$ cat config.mk
export PLATFORM = sky130hd
export DESIGN_NAME = ldpc_recover_serial
export DESIGN_NICKNAME = d
export VERILOG_FILES = /design/src/rtl/ldpc_recover_serial_pkg.sv /design/src/rtl/ldpc_recover_serial_posnegx.sv /design/src/rtl/ldpc_recover_serial.sv
export SDC_FILE = /design/constraint.sdc
export NUM_CORES = 1
export LEC_CHECK = 0
export BUFFER_PORTS_ARGS = -buffer_cell sky130_fd_sc_hd__buf_4
export CORE_ASPECT_RATIO = 1.5
export CORE_UTILIZATION = 35
export DETAILED_ROUTE_END_ITERATION = 16
export GPL_ROUTABILITY_DRIVEN = 0
export SLEW_MARGIN = 15
export SYNTH_ARGS = -nofsm -noshare
export SYNTH_HDL_FRONTEND = slang
export SYNTH_SLANG_ARGS = --single-unit
$ cat constraint.sdc
create_clock -name clk -period 3.52 [get_ports clk]
set_input_delay 0.704 -clock clk [delete_from_list [all_inputs] [get_ports clk]]
set_output_delay 0.704 -clock clk [all_outputs]
set_load 0.02 [all_outputs]
$ cat src/rtl/ldpc_recover_serial_pkg.sv
// Shared defaults and state encoding for the min-sum check-node recover stage.
package ldpc_recover_serial_pkg;

  localparam int unsigned W_DEF    = 10;
  localparam int unsigned DC_DEF   = 8;
  localparam int unsigned IDXW_DEF = 3;

  typedef enum logic {
    ST_IDLE = 1'b0,
    ST_EMIT = 1'b1
  } state_t;

endpackage

$ cat src/rtl/ldpc_recover_serial_posnegx.sv
// Sign-magnitude helper: presents both x and its two's complement negation.
module posnegx #(
  parameter int unsigned W = 10
) (
  input  logic [W-1:0] x,
  output logic [W-1:0] posx,
  output logic [W-1:0] negx
);

  assign posx = x;
  assign negx = ~x + W'(1);

endmodule

$ cat src/rtl/ldpc_recover_serial.sv
// Check-node recover: expands one row's min1/min2/index/sign state into DC
// serial check-to-variable messages under a valid/ready handshake.
module ldpc_recover_serial
  import ldpc_recover_serial_pkg::*;
#(
  parameter int unsigned W    = W_DEF,
  parameter int unsigned DC   = DC_DEF,
  parameter int unsigned IDXW = IDXW_DEF
) (
  input  logic            clk,
  input  logic            rst_n,
  input  logic            load_valid,
  output logic            load_ready,
  input  logic [W-2:0]    min1,
  input  logic [W-2:0]    min2,
  input  logic [IDXW-1:0] min1_idx,
  input  logic [DC-1:0]   signs,
  output logic            out_valid,
  input  logic            out_ready,
  output logic [W-1:0]    out_msg,
  output logic [IDXW-1:0] out_idx,
  output logic            out_last
);

  state_t          state;
  logic [W-2:0]    min1_r;
  logic [W-2:0]    min2_r;
  logic [IDXW-1:0] idx_r;
  logic [DC-1:0]   signs_r;
  logic            tsign_r;

  logic            beat_fire;
  logic            load_fire;

  logic [W-2:0]    s_min1;
  logic [W-2:0]    s_min2;
  logic [IDXW-1:0] s_idx;
  logic [DC-1:0]   s_signs;
  logic            s_tsign;
  logic [IDXW-1:0] nj;
  logic [W-2:0]    mag;
  logic            sbit;
  logic            last_n;
  logic [W-1:0]    posx;
  logic [W-1:0]    negx;
  logic [W-1:0]    msg_n;

  assign beat_fire  = out_valid && out_ready;
  assign load_ready = (state == ST_IDLE) || (beat_fire && out_last);
  assign load_fire  = load_valid && load_ready;

  // The next beat is built from the incoming row on a load (beat 0),
  // otherwise from the stored row at the following column.
  always_comb begin
    s_min1  = min1_r;
    s_min2  = min2_r;
    s_idx   = idx_r;
    s_signs = signs_r;
    s_tsign = tsign_r;
    nj      = out_idx + IDXW'(1);
    if (load_fire) begin
      s_min1  = min1;
      s_min2  = min2;
      s_idx   = min1_idx;
      s_signs = signs;
      s_tsign = ^signs;
      nj      = '0;
    end
    sbit = s_tsign;
    for (int unsigned k = 0; k < DC; k++) begin
      if (nj == IDXW'(k)) sbit = s_tsign ^ s_signs[k];
    end
    mag    = (nj == s_idx) ? s_min2 : s_min1;
    last_n = (nj == IDXW'(DC - 1));
    msg_n  = sbit ? negx : posx;
  end

  posnegx #(.W(W)) u_posnegx (
    .x    ({1'b0, mag}),
    .posx (posx),
    .negx (negx)
  );

  always_ff @(posedge clk or negedge rst_n) begin
    if (!rst_n) begin
      state     <= ST_IDLE;
      out_valid <= 1'b0;
      out_msg   <= '0;
      out_idx   <= '0;
      out_last  <= 1'b0;
      min1_r    <= '0;
      min2_r    <= '0;
      idx_r     <= '0;
      signs_r   <= '0;
      tsign_r   <= 1'b0;
    end else if (load_fire) begin
      min1_r    <= min1;
      min2_r    <= min2;
      idx_r     <= min1_idx;
      signs_r   <= signs;
      tsign_r   <= ^signs;
      state     <= ST_EMIT;
      out_valid <= 1'b1;
      out_msg   <= msg_n;
      out_idx   <= nj;
      out_last  <= last_n;
    end else if (beat_fire && !out_last) begin
      out_msg   <= msg_n;
      out_idx   <= nj;
      out_last  <= last_n;
    end else if (beat_fire) begin
      state     <= ST_IDLE;
      out_valid <= 1'b0;
    end
  end

endmodule
==> flow_summary.json, run 1 <==
{
  "fillers": 751,
  "ios": 49,
  "antenna_found_initial": 0,
  "crit_arrival_ns": 2.98,
  "die_w_um": 72.76,
  "synthArstFlopShare_pct": 100.0,
  "reg2reg_from": "out_idx[1]",
  "numCtsBuffers": 5,
  "io_buffer_count": 48,
  "final_common_cell": "nand2_1",
  "slew_headroom_pct": 60.90,
  "tritoncts": "built",
  "placed_area_um2": 3094,
  "min_path_type": "input port to async pin",
  "remaining_drc_errors": 0,
  "ys_warn_count": 0,
  "drt.antenna.violating_nets": 0,
  "rows": 38,
  "finalSetupTns_ns": 0,
  "cts.clk_slew.worst_paths_ns": 0.09,
  "cts.sinks": 45,
  "utilization_pct": 43.72,
  "finalNetCount": 368,
  "avgSynthCellArea_um2": 9.224,
  "drt-initial-drc-count": 186,
  "fin_skew_ns": 0.009510,
  "hold_viol": 0,
  "worstMarginPinSlew_ns": 0.5864,
  "synth_flop_cell": "dfrtp_1",
  "rsz0062_at_grt": "false",
  "peakVddDrop_uv": 446.9,
  "regToRegEndpoint": "out_msg[6]",
  "cts_max_path_buffers": 2,
  "grt_pass1_wl_mm": 11.44,
  "clock_latency_ns": 0.30,
  "core_um2": 7274,
  "firstDrtPassIters": 4,
  "final_cell_mix": "nand2_1 (67), buf_4 (57), dfrtp_1 (45)",
  "setup_viol": 0,
  "grt_max_degree": 46,
  "fin_area_um2": 3181,
  "r2r_setup_slack_ns": 0.76,
  "die_area_um2": 7868,
  "vias_per_cell": 5.229,
  "rr_worst_depth": 10,
  "dp_hpwl_mm": 5.243,
  "wl_mm": 6.917,
  "vias": 2264,
  "drive_gt1_share_pct": 22.52,
  "worstSetupEndpointType": "register",
  "multiInputGateArea_um2": 1366,
  "ys_ff_latch": 45,
  "p_per_area_nw_per_um2": 1055,
  "critPathRequiredTime_ns": 3.75,
  "grt_usage_pct": 19.34,
  "leakage_nw": 1.567,
  "register_area_um2": 1126,
  "finalPower_mw": 3.355,
  "synth_area_um2": 2629,
  "max_freq_mhz": 362.9,
  "timing.max_cap.violations": 0,
  "htreeDepth": 2,
  "cp_max_fo": 6,
  "cts.repair.resized": 0,
  "min_period_over_period_pct": 78.27,
  "wl_per_cell_um": 15.97,
  "maxSlewViolCount": 0,
  "syn_to_final_growth_pct": 20.99,
  "gr-total-overflow": 0,
  "ys_seq_area_share_pct": 42.84,
  "fin_hold_ws_ns": 0.3968,
  "min_period_ns": 2.755,
  "postSynthNetCount": 320,
  "start_util_pct": 36.14,
  "path_class": "register to register",
  "synth_edf_count": 0,
  "cts_setup_buffers": 0,
  "ys_types": 50,
  "syn_inst": 285,
  "clock-root-buffer": "clkbuf_8",
  "grt_pass1_vias": 2317,
  "startpoint_type": "register",
  "diodes": 0,
  "hold_buffers": 0,
  "die_h_um": 108.1,
  "status": "finished, final reports clean"
}
-- area by class of cell --
| class | count | share of cell area, % |
|---|---|---|
| Clock buffer | 7 | 2.714 |
| Timing Repair Buffer | 57 | 13.45 |
| Inverter | 13 | 1.534 |
| Sequential cell | 45 | 35.41 |
| Multi-Input combinational cell | 211 | 42.96 |
| Tap cell | 100 | 3.934 |
-- cells in the mapped netlist, types with 3 or more instances --
cell / count / area (um^2)
o21ai_0: 12 / 60.06
a21oi_1: 6 / 30.03
clkbuf_1: 5 / 18.77
mux2_2: 5 / 56.30
buf_2: 7 / 35.03
nand2_1: 67 / 251.5
xor2_1: 3 / 26.28
mux2i_1: 15 / 150.1
inv_1: 13 / 48.80
nand3_1: 3 / 15.01
a31oi_1: 8 / 50.05
dfrtp_1: 45 / 1126
and2_1: 4 / 25.02
mux2_4: 3 / 45.04
nor3_1: 6 / 30.03
a311oi_1: 3 / 26.28
nor4_1: 5 / 31.28
nor2_1: 12 / 45.04
or4_1: 6 / 45.04
xnor2_1: 8 / 70.07
or3_1: 10 / 62.56
-- per-layer routing --
metal,track usage [%],wire length [um],vias to the layer above
li1,-,-,1093
met1,22.94,2814,1081
met2,33.98,3540,74
met3,2.982,361,16
met4,8.543,200,0
met5,0,0,-
-- how the worst max path moves through the flow --
stage | start | end | slack (ns) | cells after the start
floorplan | out_ready | out_msg[6] | 0.53 | 11
global placement | out_ready | out_msg[6] | 0.60 | 10
detailed placement | out_ready | out_msg[6] | 0.54 | 10
CTS | out_idx[1] | out_msg[6] | 0.72 | 10
global route | out_idx[1] | out_msg[6] | 0.56 | 10
finish | out_idx[1] | out_msg[6] | 0.76 | 10
-- stage by stage --
step | cells | worst slack, ns
4_1_cts | 433 | 0.7246
3_3_place_gp | 426 | 0.6040
2_1_floorplan | 285 | 0.5326
3_5_place_dp | 426 | 0.5427
6_report | 433 | 0.7647
5_1_grt | 433 | 0.5637
-- state kept, by name, indices dropped and copies added, names as in the netlist --
signal,cells
idx_r,3
min1_r,9
min2_r,9
out_idx,3
out_last,1
out_msg,10
signs_r,8
state,1
tsign_r,1
-- report_power, final --
part	internal, mW	switching (mW)	leakage (nW)
registers	0.773	0.175	0.551
logic	0.932	1.15	0.972
clock network	0.156	0.172	0.0443
total	1.86	1.49	1.57
-- critical path, stage by stage (launching register included) --
cell and delay, ns:
dfrtp_1 0.41, ha_1 0.26, xor3_1 0.30, a2111oi_4 0.41, a21oi_2 0.09, buf_4 0.18, mux2i_1 0.14, ha_1 0.28
nor2b_1 0.16, or3_1 0.29, a31oi_1 0.16
-- kinds of logic (layout without fill, tap and decap cells) --
| family | count (synthesis) | in the layout | share of synthesized area [%] |
|---|---|---|---|
| buffers and inverters | 29 | 77 | 5.188 |
| and+or+nand+nor | 118 | 118 | 20.47 |
| muxes | 25 | 25 | 11.28 |
| AOI/OAI and AO/OA | 54 | 54 | 14.71 |
| xor gates and xnor gates | 12 | 12 | 4.569 |
| adders and majority gates | 2 | 2 | 0.9518 |
| DFF | 45 | 45 | 42.84 |
Power figures use the tool's default switching activity.
==> inputs of run 2 (changes only) <==
--- a/config.mk
+++ b/config.mk
@@ -5,6 +5,7 @@
 export SDC_FILE = /design/constraint.sdc
 export NUM_CORES = 1
 export LEC_CHECK = 0
+export ABC_AREA = 1
 export BUFFER_PORTS_ARGS = -buffer_cell sky130_fd_sc_hd__buf_4
 export CORE_ASPECT_RATIO = 1.5
 export CORE_UTILIZATION = 35
==> constraint.sdc (replaced) <==
create_clock -name clk -period 2.84 [get_ports clk]
set_input_delay 0.568 -clock clk [delete_from_list [all_inputs] [get_ports clk]]
set_output_delay 0.568 -clock clk [all_outputs]
set_load 0.02 [all_outputs]
==> run 2 against run 1 <==
Net effect: combinational power is 43% higher; count of clock-buffer cells in the layout is 2 lower; wire length is 13% lower; clock power is 20% higher; sequential cell count stayed put; via count is 1.5% lower; final cell count is 14% higher; fmax is 12% higher; worst hold slack worse by 0.14 ns; register-to-register slack worse by 0.38 ns; largest cell class unchanged.
==> flow_summary.json, run 2 <==
{
  "status": "finished, final reports clean",
  "worstMarginPinSlew_ns": 0.5837,
  "leakage_nw": 1.700,
  "min_period_ns": 2.459,
  "drt.antenna.violating_nets": 0,
  "max_freq_mhz": 406.7,
  "grt_pass1_wl_mm": 10.24,
  "synth_area_um2": 2673,
  "hold_buffers": 0,
  "yosysMostFrequentCell": "nand2_1",
  "cts.sinks": 45,
  "fin_skew_ns": 0.003714,
  "min_path_type": "input port to async pin",
  "start_util_pct": 36.50,
  "p_sw_mw": 2.233,
  "min_period_over_period_pct": 86.59,
  "numCtsBuffers": 5,
  "wl_mm": 5.993,
  "clock_latency_ns": 0.30,
  "cts_setup_buffers": 0,
  "utilization_pct": 43.76,
  "grt_usage_pct": 16.83,
  "syn_inst": 343,
  "setup_ws_ns": 0.3809,
  "die_h_um": 109.0,
  "drt-initial-drc-count": 117,
  "top_regs": "out_msg (10), min1_r (9), min2_r (9)",
  "rows": 38,
  "synthArstFlopShare_pct": 100.0,
  "rsz0062_at_grt": "false",
  "worstSetupEndpointType": "register",
  "avgSynthCellArea_um2": 7.792,
  "gr-total-overflow": 0,
  "synth_flop_cell": "dfrtp_1",
  "final_common_cell": "nand2_1",
  "grt_pass1_vias": 2186,
  "rr_worst_depth": 20,
  "p_per_area_nw_per_um2": 1383,
  "startpoint_type": "register",
  "cts.repair.resized": 0,
  "die_w_um": 73.35,
  "drive_gt1_share_pct": 31.04,
  "peakVddDrop_uv": 470.4,
  "io_buffer_count": 48,
  "synth_top_area_share_pct": 42.13,
  "clock-root-buffer": "clkbuf_8",
  "power_frac_seq_pct": 24.1,
  "ios": 49,
  "switching_share_pct": 50.39,
  "remaining_drc_errors": 0,
  "postSynthNetCount": 378,
  "synthXorXnorAreaFrac_pct": 2.622,
  "critPathRequiredTime_ns": 3.03,
  "die_area_um2": 7997,
  "ys_ff_latch": 45,
  "ys_types": 35,
  "cts.clk_slew.worst_paths_ns": 0.08,
  "regMostFlops": "out_msg",
  "internal_power_mw": 2.198,
  "synth_simple_gate_area_share_pct": 37.45,
  "p_comb_share_pct": 67.0,
  "setup_viol": 0,
  "firstDrtPassIters": 4,
  "synth_edf_count": 0,
  "maxSlewViolCount": 0,
  "path_class": "register to register",
  "tritoncts": "built",
  "vias": 2231,
  "largest_reg_flops": 10,
  "wl_per_cell_um": 12.16,
  "slew_headroom_pct": 61.09,
  "finalNetCount": 427,
  "finalSetupTns_ns": 0,
  "synth_common_cells": "nand2_1 (96), dfrtp_1 (45), inv_1 (41), nand3_1 (24), nand2_2 (23)",
  "htreeDepth": 2,
  "core_um2": 7322,
  "final_cell_mix": "nand2_1 (96), buf_4 (53), dfrtp_1 (45)",
  "synth_top_family_by_area": "simple AND/OR/NAND/NOR gates",
  "crit_arrival_ns": 2.65,
  "grt_max_degree": 46,
  "vias_per_cell": 4.525,
  "timing.max_cap.violations": 0,
  "synth_compound_area_share_pct": 6.273,
  "syn_to_final_growth_pct": 19.90,
  "diodes": 0,
  "ys_top_cells_by_area": "dfrtp_1 (42%), nand2_1 (13%), inv_1 (5.8%), nand2_2 (5.4%), nand3_1 (4.5%)",
  "cp_max_fo": 11,
  "finalPower_mw": 4.431,
  "ys_seq_area_share_pct": 42.13,
  "post-place-ws_ns": 0.08732,
  "synth_fa_ha_area_share_pct": 0.9363,
  "cts_max_path_buffers": 2,
  "ys_warn_count": 0,
  "synth_top_area_cell": "dfrtp_1",
  "dp_hpwl_mm": 4.674,
  "synthMuxAreaShare_pct": 0.7491,
  "hold_viol": 0,
  "antenna_found_initial": 0,
  "clock_power_share_pct": 8.9
}
==> run 2: power by group through the flow <==
stage	registers, mW	logic (mW)	clock network, mW
6_report	1.07	2.97	0.393
3_3_place_gp	1.07	2.94	0
2_1_floorplan	1.18	2.24	0
5_1_grt	1.10	3.40	0.439
4_1_cts	1.07	2.99	0.411
3_5_place_dp	1.08	2.98	0
==> run 2: cell type report <==
cell class	instances	area, um^2
multi-input combinational	239	1289
sequential	45	1126
clock buffer	5	68.82
tap	100	125.1
clock inverter	3	17.52
timing repair buffer	53	397.9
inverter	48	180.2
fill	796	4118
==> run 2: critical path, cell delays in order (launching register included) <==
cell	delay [ns]
dfrtp_1	0.42
ha_1	0.22
inv_1	0.06
nand2_1	0.05
nand2_1	0.13
nand2_4	0.07
nand3_1	0.11
nand2_1	0.08
nor2_2	0.12
nand2_4	0.11
nand2_1	0.09
o21ai_2	0.07
inv_2	0.08
ha_1	0.20
nand3_2	0.12
nor2_4	0.11
nand2_1	0.08
nand3_1	0.07
nand2_1	0.06
nand3_1	0.06
nand2_1	0.05
==> run 2: final timing paths <==
path / start / slack (ns) / to
worst max-delay path: out_idx[0] / 0.38 / out_msg[8]
worst max register to register: out_idx[0] / 0.38 / out_msg[8]
worst min-delay path: rst_n / 0.26 / signs_r[2]
min in group clk: min2_r[8] / 0.48 / min2_r[8]
worst min register to register: min2_r[8] / 0.48 / min2_r[8]
max in group asynchronous: rst_n / 2.18 / min1_r[3]
==> run 2: cells by family (layout without fill, tap and decap cells) <==
family	count (synthesis)	after routing
compound gates	31	31
fa+ha+maj	2	2
buf+inv	59	109
xor+xnor	8	8
flops	45	45
simple gates	196	196
mux	2	2
==> run 2: through the flow <==
step / cells / hold slack [ns] / area [um^2]
floorplan: 343 / 0.2724 / 2673
global placement: 485 / 0.4540 / 3113
detailed placement: 485 / 0.4600 / 3113
CTS: 493 / 0.2907 / 3199
global route: 493 / 0.3094 / 3204
finish: 493 / 0.2616 / 3204
==> run 2: metal layers <==
layer,wire (um),up-vias,track usage (%)
li1,-,1152,-
met1,2377,1021,19.43
met2,3262,46,30.82
met3,213,12,2.773
met4,140,0,5.907
met5,0,-,0
